`src/rtl/control_sequencer_pkg.sv`:
```
// Shared types for the 8-bit CPU control sequencer: state encoding, opcode map,
// decoded opcode class bits and the bundled per-cycle control strobes.
package control_sequencer_pkg;

    typedef enum logic [2:0] {
        ST_FETCH_ADDR = 3'd0,
        ST_FETCH_MEM  = 3'd1,
        ST_DECODE     = 3'd2,
        ST_EXEC_MEM   = 3'd3,
        ST_EXEC_ALU   = 3'd4,
        ST_EXEC_WR    = 3'd5,
        ST_HALT       = 3'd7
    } state_t;

    localparam logic [3:0] OP_NOP = 4'h0;
    localparam logic [3:0] OP_LDA = 4'h1;
    localparam logic [3:0] OP_ADD = 4'h2;
    localparam logic [3:0] OP_SUB = 4'h3;
    localparam logic [3:0] OP_STA = 4'h4;
    localparam logic [3:0] OP_LDI = 4'h5;
    localparam logic [3:0] OP_JMP = 4'h6;
    localparam logic [3:0] OP_JC  = 4'h7;
    localparam logic [3:0] OP_JZ  = 4'h8;
    localparam logic [3:0] OP_OUT = 4'hE;
    localparam logic [3:0] OP_HLT = 4'hF;

    typedef struct packed {
        logic is_mem_read;
        logic is_alu;
        logic is_store;
        logic is_jump;
        logic is_illegal;
    } op_class_t;

    typedef struct packed {
        logic load_ir;
        logic mar_load_pc;
        logic mar_load_ir;
        logic pc_inc;
        logic pc_load;
        logic mem_rd;
        logic mem_wr;
        logic a_load_mem;
        logic a_load_imm;
        logic a_load_alu;
        logic b_load;
        logic alu_sub;
        logic flags_load;
        logic out_load;
        logic illegal_op;
        logic halted;
    } strobes_t;

    function automatic logic [3:0] opcode_of(input logic [7:0] instr);
        return instr[7:4];
    endfunction

endpackage

```
`src/rtl/control_sequencer_decode.sv`:
```
// Combinational opcode classifier: groups opcodes by the execute path they take.
module sequencer_decode
    import control_sequencer_pkg::*;
(
    input  logic [3:0] i_opcode,
    output op_class_t  o_class
);

    always_comb begin
        o_class = '0;
        case (i_opcode)
            OP_LDA: o_class.is_mem_read = 1'b1;
            OP_ADD,
            OP_SUB: begin
                o_class.is_mem_read = 1'b1;
                o_class.is_alu      = 1'b1;
            end
            OP_STA: o_class.is_store = 1'b1;
            OP_JMP,
            OP_JC,
            OP_JZ:  o_class.is_jump = 1'b1;
            4'h9, 4'hA, 4'hB, 4'hC, 4'hD:
                    o_class.is_illegal = 1'b1;
            default: ;
        endcase
    end

endmodule

```
`src/rtl/control_sequencer.sv`:
```
// Multi-cycle fetch/decode/execute sequencer: one state register, all control
// strobes decoded combinationally from state, instruction, flags and mem_ready.
module control_sequencer
    import control_sequencer_pkg::*;
(
    input  logic       clk,
    input  logic       reset_n,
    input  logic [7:0] instruction,
    input  logic       flag_c,
    input  logic       flag_z,
    input  logic       mem_ready,
    output logic       load_ir,
    output logic       mar_load_pc,
    output logic       mar_load_ir,
    output logic       pc_inc,
    output logic       pc_load,
    output logic       mem_rd,
    output logic       mem_wr,
    output logic       a_load_mem,
    output logic       a_load_imm,
    output logic       a_load_alu,
    output logic       b_load,
    output logic       alu_sub,
    output logic       flags_load,
    output logic       out_load,
    output logic       illegal_op,
    output logic       halted,
    output logic [2:0] t_state
);

    state_t    r_state;
    state_t    w_next;
    strobes_t  w_strb;
    op_class_t w_class;
    logic [3:0] w_opcode;
    logic       w_unused_operand;

    assign w_opcode         = opcode_of(instruction);
    assign w_unused_operand = ^instruction[3:0];

    sequencer_decode u_decode (
        .i_opcode (w_opcode),
        .o_class  (w_class)
    );

    always_ff @(posedge clk or negedge reset_n) begin
        if (!reset_n) begin
            r_state <= ST_FETCH_ADDR;
        end else begin
            r_state <= w_next;
        end
    end

    always_comb begin
        w_next = r_state;
        w_strb = '0;
        case (r_state)
            ST_FETCH_ADDR: begin
                w_strb.mar_load_pc = 1'b1;
                w_next             = ST_FETCH_MEM;
            end
            ST_FETCH_MEM: begin
                w_strb.mem_rd = 1'b1;
                if (mem_ready) begin
                    w_strb.load_ir = 1'b1;
                    w_strb.pc_inc  = 1'b1;
                    w_next         = ST_DECODE;
                end
            end
            ST_DECODE: begin
                w_next = ST_FETCH_ADDR;
                if (w_class.is_illegal) begin
                    w_strb.illegal_op = 1'b1;
                end else if (w_class.is_mem_read || w_class.is_store) begin
                    w_strb.mar_load_ir = 1'b1;
                    w_next = w_class.is_store ? ST_EXEC_WR : ST_EXEC_MEM;
                end else if (w_class.is_jump) begin
                    // Flags only matter here; conditional jumps sample them in DECODE.
                    w_strb.pc_load = (w_opcode == OP_JMP)
                                   | ((w_opcode == OP_JC) & flag_c)
                                   | ((w_opcode == OP_JZ) & flag_z);
                end else begin
                    case (w_opcode)
                        OP_LDI:  w_strb.a_load_imm = 1'b1;
                        OP_OUT:  w_strb.out_load   = 1'b1;
                        OP_HLT:  w_next            = ST_HALT;
                        default: ;
                    endcase
                end
            end
            ST_EXEC_MEM: begin
                w_strb.mem_rd = 1'b1;
                if (mem_ready) begin
                    if (w_class.is_alu) begin
                        w_strb.b_load = 1'b1;
                        w_next        = ST_EXEC_ALU;
                    end else begin
                        w_strb.a_load_mem = 1'b1;
                        w_next            = ST_FETCH_ADDR;
                    end
                end
            end
            ST_EXEC_ALU: begin
                w_strb.a_load_alu = 1'b1;
                w_strb.flags_load = 1'b1;
                w_strb.alu_sub    = (w_opcode == OP_SUB);
                w_next            = ST_FETCH_ADDR;
            end
            ST_EXEC_WR: begin
                w_strb.mem_wr = 1'b1;
                if (mem_ready) begin
                    w_next = ST_FETCH_ADDR;
                end
            end
            ST_HALT: begin
                w_strb.halted = 1'b1;
            end
            default: begin
                w_next = ST_FETCH_ADDR;
            end
        endcase
        // The state register already sits in FETCH_ADDR during reset; this also
        // silences its mar_load_pc so every strobe reads 0 while reset_n is low.
        if (!reset_n) begin
            w_strb = '0;
        end
    end

    assign load_ir     = w_strb.load_ir;
    assign mar_load_pc = w_strb.mar_load_pc;
    assign mar_load_ir = w_strb.mar_load_ir;
    assign pc_inc      = w_strb.pc_inc;
    assign pc_load     = w_strb.pc_load;
    assign mem_rd      = w_strb.mem_rd;
    assign mem_wr      = w_strb.mem_wr;
    assign a_load_mem  = w_strb.a_load_mem;
    assign a_load_imm  = w_strb.a_load_imm;
    assign a_load_alu  = w_strb.a_load_alu;
    assign b_load      = w_strb.b_load;
    assign alu_sub     = w_strb.alu_sub;
    assign flags_load  = w_strb.flags_load;
    assign out_load    = w_strb.out_load;
    assign illegal_op  = w_strb.illegal_op;
    assign halted      = w_strb.halted;
    assign t_state     = r_state;

endmodule

```
`config.mk`:
```
export PLATFORM = sky130hd
export DESIGN_NAME = control_sequencer
export DESIGN_NICKNAME = d
export VERILOG_FILES = /design/src/rtl/control_sequencer_pkg.sv /design/src/rtl/control_sequencer_decode.sv /design/src/rtl/control_sequencer.sv
export SDC_FILE = /design/constraint.sdc
export NUM_CORES = 1
export LEC_CHECK = 0
export CORE_AREA = 10 10 47 49
export DETAILED_ROUTE_END_ITERATION = 8
export DIE_AREA = 0 0 57 59
export DONT_BUFFER_PORTS = 1
export SETUP_SLACK_MARGIN = 0.3
export SLEW_MARGIN = 20
export SYNTH_ARGS = -nofsm -noshare
export SYNTH_HDL_FRONTEND = slang
export SYNTH_SLANG_ARGS = --single-unit
```
`constraint.sdc`:
```
create_clock -name clk -period 1.55 [get_ports clk]
set_input_delay 0.31 -clock clk [delete_from_list [all_inputs] [get_ports clk]]
set_output_delay 0.31 -clock clk [all_outputs]
set_load 0.02 [all_outputs]
```
==> qor.csv, run 1 <==
metric,value,unit
yosysTopAreaCell,dfrtp_1,
htree_levels,1,
drive_gt1_frac,0.663,
drv_cap,0,
clock_skew,5.70,ps
slew_viol_final,0,
finalSetupTns,-1010,ps
clk_transition_reported_paths,30,ps
rsz0062_at_grt,true,
grt_start_max_net_pins,13,
worst_pin_slew,349,ps
yosysSeqAreaShare,0.149,
cts_root_buffer,clkbuf_4,
pre_cts_ws,46.3,ps
cp_top_family,simple AND/OR/NAND/NOR gates,
cp_slowest_cell,dfrtp_2,
cp_num_cells,4,
cts.path.max_buffers,2,
end_kind,output port,
grt_use_total,0.0885,
cts_sinks,3,
place.gp.congestion,0.747,
irDropWorstVdd,957,uV
ys_seq_elements,3,
setup_slack,-170,ps
die_y,59,um
fin_crit,1720,ps
crit_buf_inv,1,
pin_count,32,
die_w,57,um
worstReg2RegEnd,t_state[0],
fin_crit_sh,1.11,
fin_cells,99,
cp.required,1240,ps
synth.distinct_cells,36,
setup_viol,11,
worst_r2r_path_depth,6,
violations,setup timing,
antenna_found_initial,0,
p_per_area,1070,nW/um2
drc,0,
setup.worst_path.class,reg2out,
synth_warnings,0,
grt_pass1_wl,2490,um
vias_per_cell,5.65,
via_count,559,
synthTopCellsByArea,"dfrtp_1 15%, buf_6 6.7%, nand2_1 5.2%",
area_delta_synth_final,62.2,%
grt_overflow,0,
critPathMaxStageDelay,410,ps
dp_cells,89,
drt-total-wl,1630,um
core_area,1400,um2
nFillCells,129,
grt_pass1_vias,523,
antenna_cells,0,
fin_util,0.582,
status,finished with violations,
whs,240,ps
final_net_count,97,
slew_headroom,0.766,
cts_tree,built,
cellLeakagePower,0.328,nW
startpoint,t_state[0],
dp_hpwl,1170,um
crit_fanout,3,
syn_area,503,um2
syn_nets,80,
hold_path_class,in2reg,
start_kind,register,
r2r_slack,240,ps
portBuffers,0,
start_util,0.359,
fp.dieArea,3360,um2
synth_cells,67,
dr.pass1.iters,4,
crit_chain,and2b_2 -> nand2_4 -> nor4b_4 -> buf_4,
insertion_delay,230,ps
hold_violations,0,
crit_end,mar_load_ir,
avgSynthCellArea,7.51,um2
netlist.area_leader.share,0.149,
numCtsBuffers,3,
crit_arrival,1410,ps
drtIter0Drc,12,
row_count,14,
largest_reg_flops,3,
r2r_start,t_state[2],
timing.fmax,581,MHz
wire_per_inst,16.5,um
antenna_left,0,
[metrics by stage]
stage,area (um2),power [W]
2_1_floorplan,642,0.000595
3_3_place_gp,687,0.000635
3_5_place_dp,687,0.000645
4_1_cts,751,0.000808
5_1_grt,816,0.000941
6_report,816,0.000872
[cells in the mapped netlist]
library cell,n
nor4_1,1
o21ai_0,1
and4_2,1
nor2_1,6
nand3_1,4
a21bo_2,1
nor3_1,4
nor4b_2,1
a21oi_1,3
and3b_2,1
buf_2,2
and2b_2,1
nand2_1,7
and3_2,1
o21bai_1,1
o211ai_1,2
a221oi_2,1
o2111ai_1,1
nor4b_1,1
a211oi_1,1
nor2_2,1
a2111oi_1,1
and2b_1,1
dfrtp_1,3
inv_1,3
nor3b_2,1
and3_1,1
nor3b_1,2
buf_4,3
buf_6,3
nor3_2,1
and4bb_1,1
and2_1,1
clkbuf_1,1
nand2b_1,2
o311ai_1,1
[where the power goes]
group	switching [W]	internal [W]	total (W)
clock	0.0000395	0.0000963	0.000136
combinational	0.000350	0.000249	0.000599
sequential	0.0000246	0.000113	0.000137
total	0.000414	0.000458	0.000872
[kinds of logic (layout without fill, tap and decap cells)]
kind of cell           after synthesis  after routing  share of synthesized area
and+or+nand+nor                     39             39                      0.485
AOI/OAI and AO/OA                   13             13                      0.204
buffers and inverters               12             28                      0.162
DFF                                  3              3                      0.149
[cell type report]
cell class	instances	area, um2	share of cell area
Clock buffer	4	26.3	0.0322
Inverter	3	11.3	0.0138
Multi-Input combinational cell	52	493	0.604
Sequential cell	3	78.8	0.0966
Tap cell	16	20.0	0.0245
Timing Repair Buffer	21	186	0.229
[routing by layer]
metal  track usage  share of wire
met4        0.0302              0
met5             0              0
met3        0.0322          0.060
met1         0.116           0.42
met2         0.129           0.51
[layout by cell type (no fill, tap or decap), drive strengths merged]
cell         instances
o311ai               1
and2b                2
and3b                1
a21oi                3
o21ai                1
a221oi               1
nor4                 1
and2                 1
and4bb               1
clkbuf               4
nand2                7
nor4b                2
nor3                 5
a2111oi              1
buf                 20
and4                 1
nor3b                3
dlygate4sd3          1
a21bo                1
inv                  3
a211oi               1
o21bai               1
dfrtp                3
o211ai               2
nand2b               2
and3                 2
nand3                4
nor2                 7
o2111ai              1
[worst min path at each step]
stage / startpoint / to / cells past startpoint
6_report: mem_ready / t_state[1] / 2
5_1_grt: mem_ready / t_state[1] / 2
4_1_cts: mem_ready / t_state[1] / 2
3_5_place_dp: reset_n / t_state[0] / 0
3_3_place_gp: reset_n / t_state[1] / 0
2_1_floorplan: reset_n / t_state[0] / 0
[timing repair]
action,in CTS,in global routing
resized for setup,6,9
endpoints found under the setup margin,17,17
hold buffers,1,0
setup buffers,1,4
hold endpoints to repair,3,0
gates cloned,0,0
pin swaps,6,4
No activity file was read; power rests on OpenSTA's default activity.
==> inputs of run 2 (changes only) <==
- SLEW_MARGIN: 20 -> 30
==> results of run 2 <==
Same layout as run 1: the final DEF is identical, and so are final timing and power.
